==> src/rtl/mult_arbiter_if.sv <==
// Bundle of requester, multiplier and status signals around mult_arbiter.
// slave is the arbiter's view; master is the view of whoever drives requests and the multiplier.
interface mult_arbiter_if #(
    parameter int WIDTH = 24
);
    logic             req0;
    logic             req1;
    logic [WIDTH-1:0] a0;
    logic [WIDTH-1:0] b0;
    logic [WIDTH-1:0] a1;
    logic [WIDTH-1:0] b1;
    logic             gnt0;
    logic             gnt1;
    logic             done0;
    logic             done1;
    logic [WIDTH-1:0] res0;
    logic [WIDTH-1:0] res1;
    logic             mult_start;
    logic [WIDTH-1:0] mult_a;
    logic [WIDTH-1:0] mult_b;
    logic [WIDTH-1:0] mult_out;
    logic             mult_done;
    logic             busy;
    logic             err;

    modport slave (
        input  req0, req1, a0, b0, a1, b1, mult_out, mult_done,
        output gnt0, gnt1, done0, done1, res0, res1,
        output mult_start, mult_a, mult_b, busy, err
    );

    modport master (
        output req0, req1, a0, b0, a1, b1, mult_out, mult_done,
        input  gnt0, gnt1, done0, done1, res0, res1,
        input  mult_start, mult_a, mult_b, busy, err
    );
endinterface

==> src/rtl/mult_arbiter.sv <==
// Round-robin arbiter sharing one multiplier between two requesters (IDLE/ISSUE/WAIT/DONE).
// Optional WAIT watchdog compiled in with macro MULT_ARB_TIMEOUT_EN.
module mult_arbiter #(
    parameter int WIDTH   = 24,
    parameter int TIMEOUT = 63
) (
    input  logic           CLK,
    input  logic           RST,
    mult_arbiter_if.slave  bus
);
    typedef enum logic [1:0] {IDLE, ISSUE, WAIT, DONE} state_t;

    state_t           state_reg;
    state_t           state_next;
    logic             ptr_reg;
    logic [1:0]       gnt_reg;
    logic [WIDTH-1:0] mult_a_reg;
    logic [WIDTH-1:0] mult_b_reg;
    logic [1:0]       done_vec;
    logic             any_req;
    logic             winner;
    logic             timeout;
    logic             capture;
    logic [WIDTH-1:0] capture_val;

    assign any_req = bus.req0 | bus.req1;
    // Pointer only breaks ties; a lone requester always wins.
    assign winner  = (bus.req0 & bus.req1) ? ptr_reg : bus.req1;

`ifdef MULT_ARB_TIMEOUT_EN
    localparam int CW = (TIMEOUT < 2) ? 1 : $clog2(TIMEOUT + 1);

    logic [CW-1:0] wd_cnt_reg;
    logic          err_reg;

    assign timeout = (state_reg == WAIT) && !bus.mult_done && (wd_cnt_reg == CW'(TIMEOUT - 1));

    always_ff @(posedge CLK or posedge RST) begin
        if (RST) begin
            wd_cnt_reg <= '0;
            err_reg    <= 1'b0;
        end else begin
            if (state_reg == ISSUE)
                wd_cnt_reg <= '0;
            else if (state_reg == WAIT && !bus.mult_done)
                wd_cnt_reg <= wd_cnt_reg + 1'b1;
            if (timeout)
                err_reg <= 1'b1;
        end
    end

    assign bus.err = err_reg;
`else
    // No watchdog: only a (never legal) negative TIMEOUT could make this true.
    assign timeout = (TIMEOUT < 0);
    assign bus.err = 1'b0;
`endif

    assign capture     = (state_reg == WAIT) && (bus.mult_done || timeout);
    assign capture_val = bus.mult_done ? bus.mult_out : {WIDTH{1'b1}};

    always_comb begin
        state_next = state_reg;
        case (state_reg)
            IDLE:    if (any_req) state_next = ISSUE;
            ISSUE:   state_next = WAIT;
            WAIT:    if (bus.mult_done || timeout) state_next = DONE;
            DONE:    state_next = IDLE;
            default: state_next = IDLE;
        endcase
    end

    always_ff @(posedge CLK or posedge RST) begin
        if (RST) begin
            state_reg  <= IDLE;
            ptr_reg    <= 1'b0;
            gnt_reg    <= 2'b00;
            mult_a_reg <= '0;
            mult_b_reg <= '0;
        end else begin
            state_reg <= state_next;
            case (state_reg)
                IDLE: begin
                    if (any_req) begin
                        gnt_reg    <= winner ? 2'b10 : 2'b01;
                        mult_a_reg <= winner ? bus.a1 : bus.a0;
                        mult_b_reg <= winner ? bus.b1 : bus.b0;
                    end
                end
                DONE: begin
                    gnt_reg <= 2'b00;
                    ptr_reg <= gnt_reg[0];
                end
                default: ;
            endcase
        end
    end

    genvar gi;
    generate
        for (gi = 0; gi < 2; gi++) begin : g_req
            logic [WIDTH-1:0] res_reg;

            always_ff @(posedge CLK or posedge RST) begin
                if (RST)
                    res_reg <= '0;
                else if (capture && gnt_reg[gi])
                    res_reg <= capture_val;
            end

            assign done_vec[gi] = (state_reg == DONE) && gnt_reg[gi];
        end
    endgenerate

    assign bus.gnt0       = gnt_reg[0];
    assign bus.gnt1       = gnt_reg[1];
    assign bus.done0      = done_vec[0];
    assign bus.done1      = done_vec[1];
    assign bus.res0       = g_req[0].res_reg;
    assign bus.res1       = g_req[1].res_reg;
    assign bus.mult_start = (state_reg == ISSUE);
    assign bus.mult_a     = mult_a_reg;
    assign bus.mult_b     = mult_b_reg;
    assign bus.busy       = (state_reg != IDLE);
endmodule
==> src/flat_wrapper.sv <==
// flat-port wrapper written by rule: the top's interface ports become plain ports
module mult_arbiter_flat 
#(
    parameter int WIDTH   = 24,
    parameter int TIMEOUT = 63
)
  (CLK, RST, bus_req0, bus_req1, bus_a0, bus_b0, bus_a1, bus_b1, bus_mult_out, bus_mult_done, bus_gnt0, bus_gnt1, bus_done0, bus_done1, bus_res0, bus_res1, bus_mult_start, bus_mult_a, bus_mult_b, bus_busy, bus_err);
  mult_arbiter_if #(.WIDTH(WIDTH)) bus_i ();
  input  logic CLK;
  input  logic RST;
  input wire logic [$bits(bus_i.req0)-1:0] bus_req0;
  input wire logic [$bits(bus_i.req1)-1:0] bus_req1;
  input wire logic [$bits(bus_i.a0)-1:0] bus_a0;
  input wire logic [$bits(bus_i.b0)-1:0] bus_b0;
  input wire logic [$bits(bus_i.a1)-1:0] bus_a1;
  input wire logic [$bits(bus_i.b1)-1:0] bus_b1;
  input wire logic [$bits(bus_i.mult_out)-1:0] bus_mult_out;
  input wire logic [$bits(bus_i.mult_done)-1:0] bus_mult_done;
  output wire logic [$bits(bus_i.gnt0)-1:0] bus_gnt0;
  output wire logic [$bits(bus_i.gnt1)-1:0] bus_gnt1;
  output wire logic [$bits(bus_i.done0)-1:0] bus_done0;
  output wire logic [$bits(bus_i.done1)-1:0] bus_done1;
  output wire logic [$bits(bus_i.res0)-1:0] bus_res0;
  output wire logic [$bits(bus_i.res1)-1:0] bus_res1;
  output wire logic [$bits(bus_i.mult_start)-1:0] bus_mult_start;
  output wire logic [$bits(bus_i.mult_a)-1:0] bus_mult_a;
  output wire logic [$bits(bus_i.mult_b)-1:0] bus_mult_b;
  output wire logic [$bits(bus_i.busy)-1:0] bus_busy;
  output wire logic [$bits(bus_i.err)-1:0] bus_err;
  assign bus_i.req0 = bus_req0;
  assign bus_i.req1 = bus_req1;
  assign bus_i.a0 = bus_a0;
  assign bus_i.b0 = bus_b0;
  assign bus_i.a1 = bus_a1;
  assign bus_i.b1 = bus_b1;
  assign bus_i.mult_out = bus_mult_out;
  assign bus_i.mult_done = bus_mult_done;
  assign bus_gnt0 = bus_i.gnt0;
  assign bus_gnt1 = bus_i.gnt1;
  assign bus_done0 = bus_i.done0;
  assign bus_done1 = bus_i.done1;
  assign bus_res0 = bus_i.res0;
  assign bus_res1 = bus_i.res1;
  assign bus_mult_start = bus_i.mult_start;
  assign bus_mult_a = bus_i.mult_a;
  assign bus_mult_b = bus_i.mult_b;
  assign bus_busy = bus_i.busy;
  assign bus_err = bus_i.err;
  mult_arbiter #(.WIDTH(WIDTH), .TIMEOUT(TIMEOUT)) u_core (.CLK(CLK), .RST(RST), .bus(bus_i));
endmodule
==> config.mk <==
export PLATFORM = sky130hd
export DESIGN_NAME = mult_arbiter_flat
export DESIGN_NICKNAME = d
export VERILOG_FILES = /design/src/rtl/mult_arbiter_if.sv /design/src/rtl/mult_arbiter.sv /design/src/flat_wrapper.sv
export SDC_FILE = /design/constraint.sdc
export NUM_CORES = 1
export LEC_CHECK = 0
export CORE_ASPECT_RATIO = 1.1
export CORE_MARGIN = 5
export CORE_UTILIZATION = 43
export CTS_CLUSTER_DIAMETER = 30
export CTS_CLUSTER_SIZE = 40
export DETAILED_ROUTE_END_ITERATION = 12
export PLACE_DENSITY = 0.95
export SYNTH_ARGS = -nofsm -noshare
export SYNTH_HDL_FRONTEND = slang
export SYNTH_SLANG_ARGS = --single-unit
==> constraint.sdc <==
create_clock -name CLK -period 4.6 [get_ports CLK]
set_clock_uncertainty 0.15 [all_clocks]
set_input_delay 0.46 -clock CLK [delete_from_list [all_inputs] [get_ports CLK]]
set_output_delay 0.46 -clock CLK [all_outputs]
set_load 0.02 [all_outputs]
# --- After elaboration in Yosys (flattened, before gate mapping) ---
# Cells that the tools add are included.
totals:
  reg_bits: 101
  out_inout_bits: 103
  word_cells: 35
op_classes:
  eq_ne: 5
  n_mux: 10
  n_bitwise: 2
  n_reduce_logical: 11
ops:
  columns: ["cell", "n"]
  rows:
  - ["24-bit two-way mux", 3]
  - ["2-bit two-way mux", 4]
  - ["2-bit one-hot mux with 4 select lines", 1]
  - ["2-bit AND reduction", 3]
  - ["1-bit logical AND", 5]
  - ["2-bit equality test, second input constant", 2]
  - ["2-bit one-hot mux with 2 select lines", 1]
  - ["2-bit nonzero test", 2]
  - ["2-bit by 1-bit equality test with 1-bit output, second input constant", 1]
  - ["2-bit zero test", 1]
  - ["2-bit by 1-bit != test with 1-bit output, second input constant", 1]
  - ["2-bit != test, second input constant", 1]
  - ["1-bit AND", 1]
  - ["1-bit two-way mux", 1]
  - ["1-bit bitwise OR", 1]

# --- Depth between registers and ports, before layout ---
logic_depth:
  word_depth: 5
  mapped_depth: 7

# --- Least setup slack after synthesis ---
# No wires, ideal clock.
synth_path:
  path_kind: "reg2reg"
  from: "register u_core.state_reg[0]"
  to: "register u_core.gnt_reg[1]"
  t_arrival_ns: 1.392
  path_slack_ns: 2.933
  path_stages_with_launch: 6
  n_path_buf: 0
  path_cell_list: "dfrtp_1 > inv_1 > ha_1 > nor3b_2 > o21bai_1 > mux2_2"
synth_between:
  elab_chain_len: 3
synth_rtl:
  columns: ["item", "line", "source"]
  rows:
  - ["from (decl)", "mult_arbiter.sv:13", "state_t state_reg;"]
  - ["from (signal assigned)", "mult_arbiter.sv:81", "state_reg <= state_next;"]
  - ["2-bit zero test / 2-bit equality test (equally long branches)", "mult_arbiter.sv:82", "case (state_reg)"]
  - ["2-bit by 1-bit != test with 1-bit output (no line) / 2-bit nonzero test (equally long branches)", null, null]
  - ["2-bit AND reduction (no line)", null, null]
  - ["to (signal assigned)", "mult_arbiter.sv:85", "gnt_reg <= winner ? 2'b10 : 2'b01;"]
  - ["to (decl)", "mult_arbiter.sv:16", "logic [1:0] gnt_reg;"]
# Parallel ways exist; a longest one is shown, timed or not.
# A chain may end at the register's enable or synchronous reset.

# --- Worst setup path in the final report ---
layout_path:
  from: "register u_core.state_reg[0]"
  to: "output bus_busy"
layout_between:
  elab_chain_len: 1
layout_rtl:
  columns: ["item", "line", "source"]
  rows:
  - ["2-bit nonzero test", "mult_arbiter.sv:124", "assign bus.busy = (state_reg != IDLE);"]
  - ["to (decl)", "flat_wrapper.sv:28", "output wire logic [$bits(bus_i.busy)-1:0] bus_busy;"]
# Every way passes these cells.

==> summary.md <==
| Metric | Value |
|---|---|
| Status | finished clean |
| WL final | 13700 um |
| Min Clock Period, post-route | 2.49 ns |
| Total CTS buffers | 9 |
| Final Hold Viols | 0 |
| Relative max-transition margin | 0.159 |
| Initial core utilization | 0.434 |
| CP max stage cell | clkdlybuf4s50_1 |
| Largest net degree at the start of global routing | 74 |
| Pre-antenna DRT Iters | 5 |
| Pwr Density | 689 mW/mm^2 |
| Net Count, Synth | between 500 and 600 |
| First-pass GRT wire length | 21800 um |
| Total design power | 4.83 mW |
| Ports | between 200 and 250 |
| Final TNS setup | 0 ns |
| Final setup fails | 0 |
| Cell variety after synth | 26 |
| Row cnt | 39 |
| CTS resizes | 0 |
| Final Non-Filler Cells | 739 |
| Layout cells sized above 1 | 0.0617 |
| Syn Area/Cell | ~11 um^2 |
| Final Max Slew Viols | 0 |
| CTS clk-pin slew, worst paths | 0.07 ns |
| P_leak | 2.86 nW |
| Vias in the first global route | 4424 |
| Die area | 0.0125 mm^2 |
| Longest Clk Path Bufs | 2 |
| Setup ws final | 2.11 ns |
| Critical Path Most Common Cell | inv_1 |
| Routed via count | 4110 |
| # port buffers | 226 |
| DRT antenna net count | 0 |
| DRC Markers | 0 |
| Final Net Count | 741 |
| Wire per inst | 18.5 um |
| Worst-Margin Slew | 1.26 ns |
| Die Span Y | 117 um |
| Layout area overhead | 57.6% |
| Clock sink count | 101 |
| Cts-stage hold buffer count | 0 |
| Final worst-path cycle share | 0.540 |
| Cell area after synthesis | about 0.0044 mm^2 |
| Critical path arrival | around 1.9 ns |
| Die W | 107 um |
| Clk_lat worst skew | about 0.33 ns |
| Crit path capture type | primary output |
| DRT iter0 DRCs | 272 |
| HP Class | register to register |
| Synthesized flop and latch total | 101 |
| Yosys warns | 0 |
| Worst path cell trace | inv_1, ha_1, inv_1, clkdlybuf4s50_1 |
| RSZ-0062 raised after global routing | false |
| Slowest stage delay, CP | 0.63 ns |
| H-tree depth | 3 |
| Placed insts | 723 |
| GRT Total Usage | 0.216 |
| Max Freq | 402 MHz |
| Place WS | 2.01 ns |
| WS Path Type | register to primary output |
| TritonCTS clock tree | yes |
| Sequential area share after synthesis | 0.568 |
| CP required | between 3 and 4 ns |
| CTS Root Cell | clkbuf_16 |
| CP startpoint kind | register |
| Placed wire-length estimate | 9960 um |
| Global route overflow | 0 |
| MaxCap Viol Count | 0 |
| Core area | 0.0102 mm^2 |
| ANT cells | 0 |
| Crit path max fanout | 6 |
| RePlAce Congestion | 0.801 |
| Post-CTS setup buffer count | 0 |
| Vias per cell | 5.56 |
| Antenna violations before repair | 0 |
| Worst VDD drop | 348 uV |
| Mapped Cells | 407 |
Yosys cell counts (all sizes together):
cell type,n,area (um^2)
dfrtp,101,2530
nor2,48,180
mux2,51,574
nand3,2,20.0
and2b,1,7.51
o21ai,50,254
inv,6,22.5
and2,2,12.5
nor3b,1,12.5
buf,23,133
o22a,1,8.76
conb,1,3.75
a21oi,49,245
a31oi,48,300
nand2b,1,6.26
o21bai,1,7.51
nor3,1,5.00
clkbuf,13,48.8
ha,5,62.6
o2bb2ai,1,8.76
o21a,1,8.76
per-layer routing:
layer / GRT usage / vias up / wire [um]
li1: - / 1858 / -
met1: 0.264 / 1995 / 5380
met2: 0.377 / 237 / 6890
met3: 0.0597 / 20 / 1200
met4: 0.0656 / 0 / 219
met5: 0 / - / 0
path summary, 6_finish.rpt:
kind | slack [ns] | start | end | cells past startpoint
max reg2reg | 2.30 | u_core.state_reg[0] | u_core.bus.mult_a[18] | 5
min in group asynchronous | 0.53 | RST | u_core.bus.mult_b[23] | 2
min | 0.34 | u_core.bus.res0[7] | u_core.bus.res0[7] | 1
min reg2reg | 0.34 | u_core.bus.res0[7] | u_core.bus.res0[7] | 1
max | 2.11 | u_core.state_reg[0] | bus_busy | 4
max in group asynchronous | 2.85 | RST | u_core.bus.res1[6] | 3
where the power goes:
group | total (mW) | internal [mW] | switching, mW | leakage, nW
Combinational | 2.50 | 1.20 | 1.30 | 1.53
Clock | 0.734 | 0.413 | 0.321 | 0.149
Sequential | 1.60 | 1.33 | 0.263 | 1.18
Total | 4.83 | 2.94 | 1.89 | 2.86
critical path, delay by kind of cell, from the launching register on:
family / cells / cell delay [ns]
fa+ha+maj: 1 / 0.32
buf+inv: 3 / 0.80
flops: 1 / 0.42
cell families after synthesis:
kind of cell / after synthesis / share of synthesized area
AOI/OAI and AO/OA: 151 / 0.187
buffers and inverters: 42 / 0.0458
adders and majority gates: 5 / 0.0141
DFF: 101 / 0.568
and+or+nand+nor: 56 / 0.0548
muxes: 51 / 0.129
other: 1 / 0.000843
metrics by stage:
stage / util / hold WS, ns / cell area, um^2
final: 0.684 / 0.342 / 7010
after floorplan: - / 0.337 / 4450
after global placement: 0.655 / 0.324 / 6710
after global routing: 0.684 / 0.366 / 7010
after detailed placement: 0.655 / 0.330 / 6710
after CTS: 0.684 / 0.345 / 7010
layout by cell type, fill, tap and decap left out, types with 2 or more instances in the layout:
cell type / instances
clkbuf_8: 3
clkdlybuf4s50_1: 225
o21ai_1: 29
mux2_1: 41
nor2_1: 48
clkbuf_16: 9
clkinv_4: 3
and2_1: 2
mux2_2: 10
ha_1: 5
inv_1: 4
nand3_2: 2
o21ai_0: 20
buf_4: 3
a31oi_1: 48
dfrtp_1: 101
a21oi_1: 49
cell type report:
class	count	area (um^2)
Fill cell	755	3240
Sequential cell	101	2530
Timing Repair Buffer	229	2280
Multi-Input combinational cell	264	1730
Clock buffer	12	267
Tap cell	123	154
Clock inverter	4	31.3
Inverter	6	25.0
Note: power is estimated with default switching activity, not from simulation.
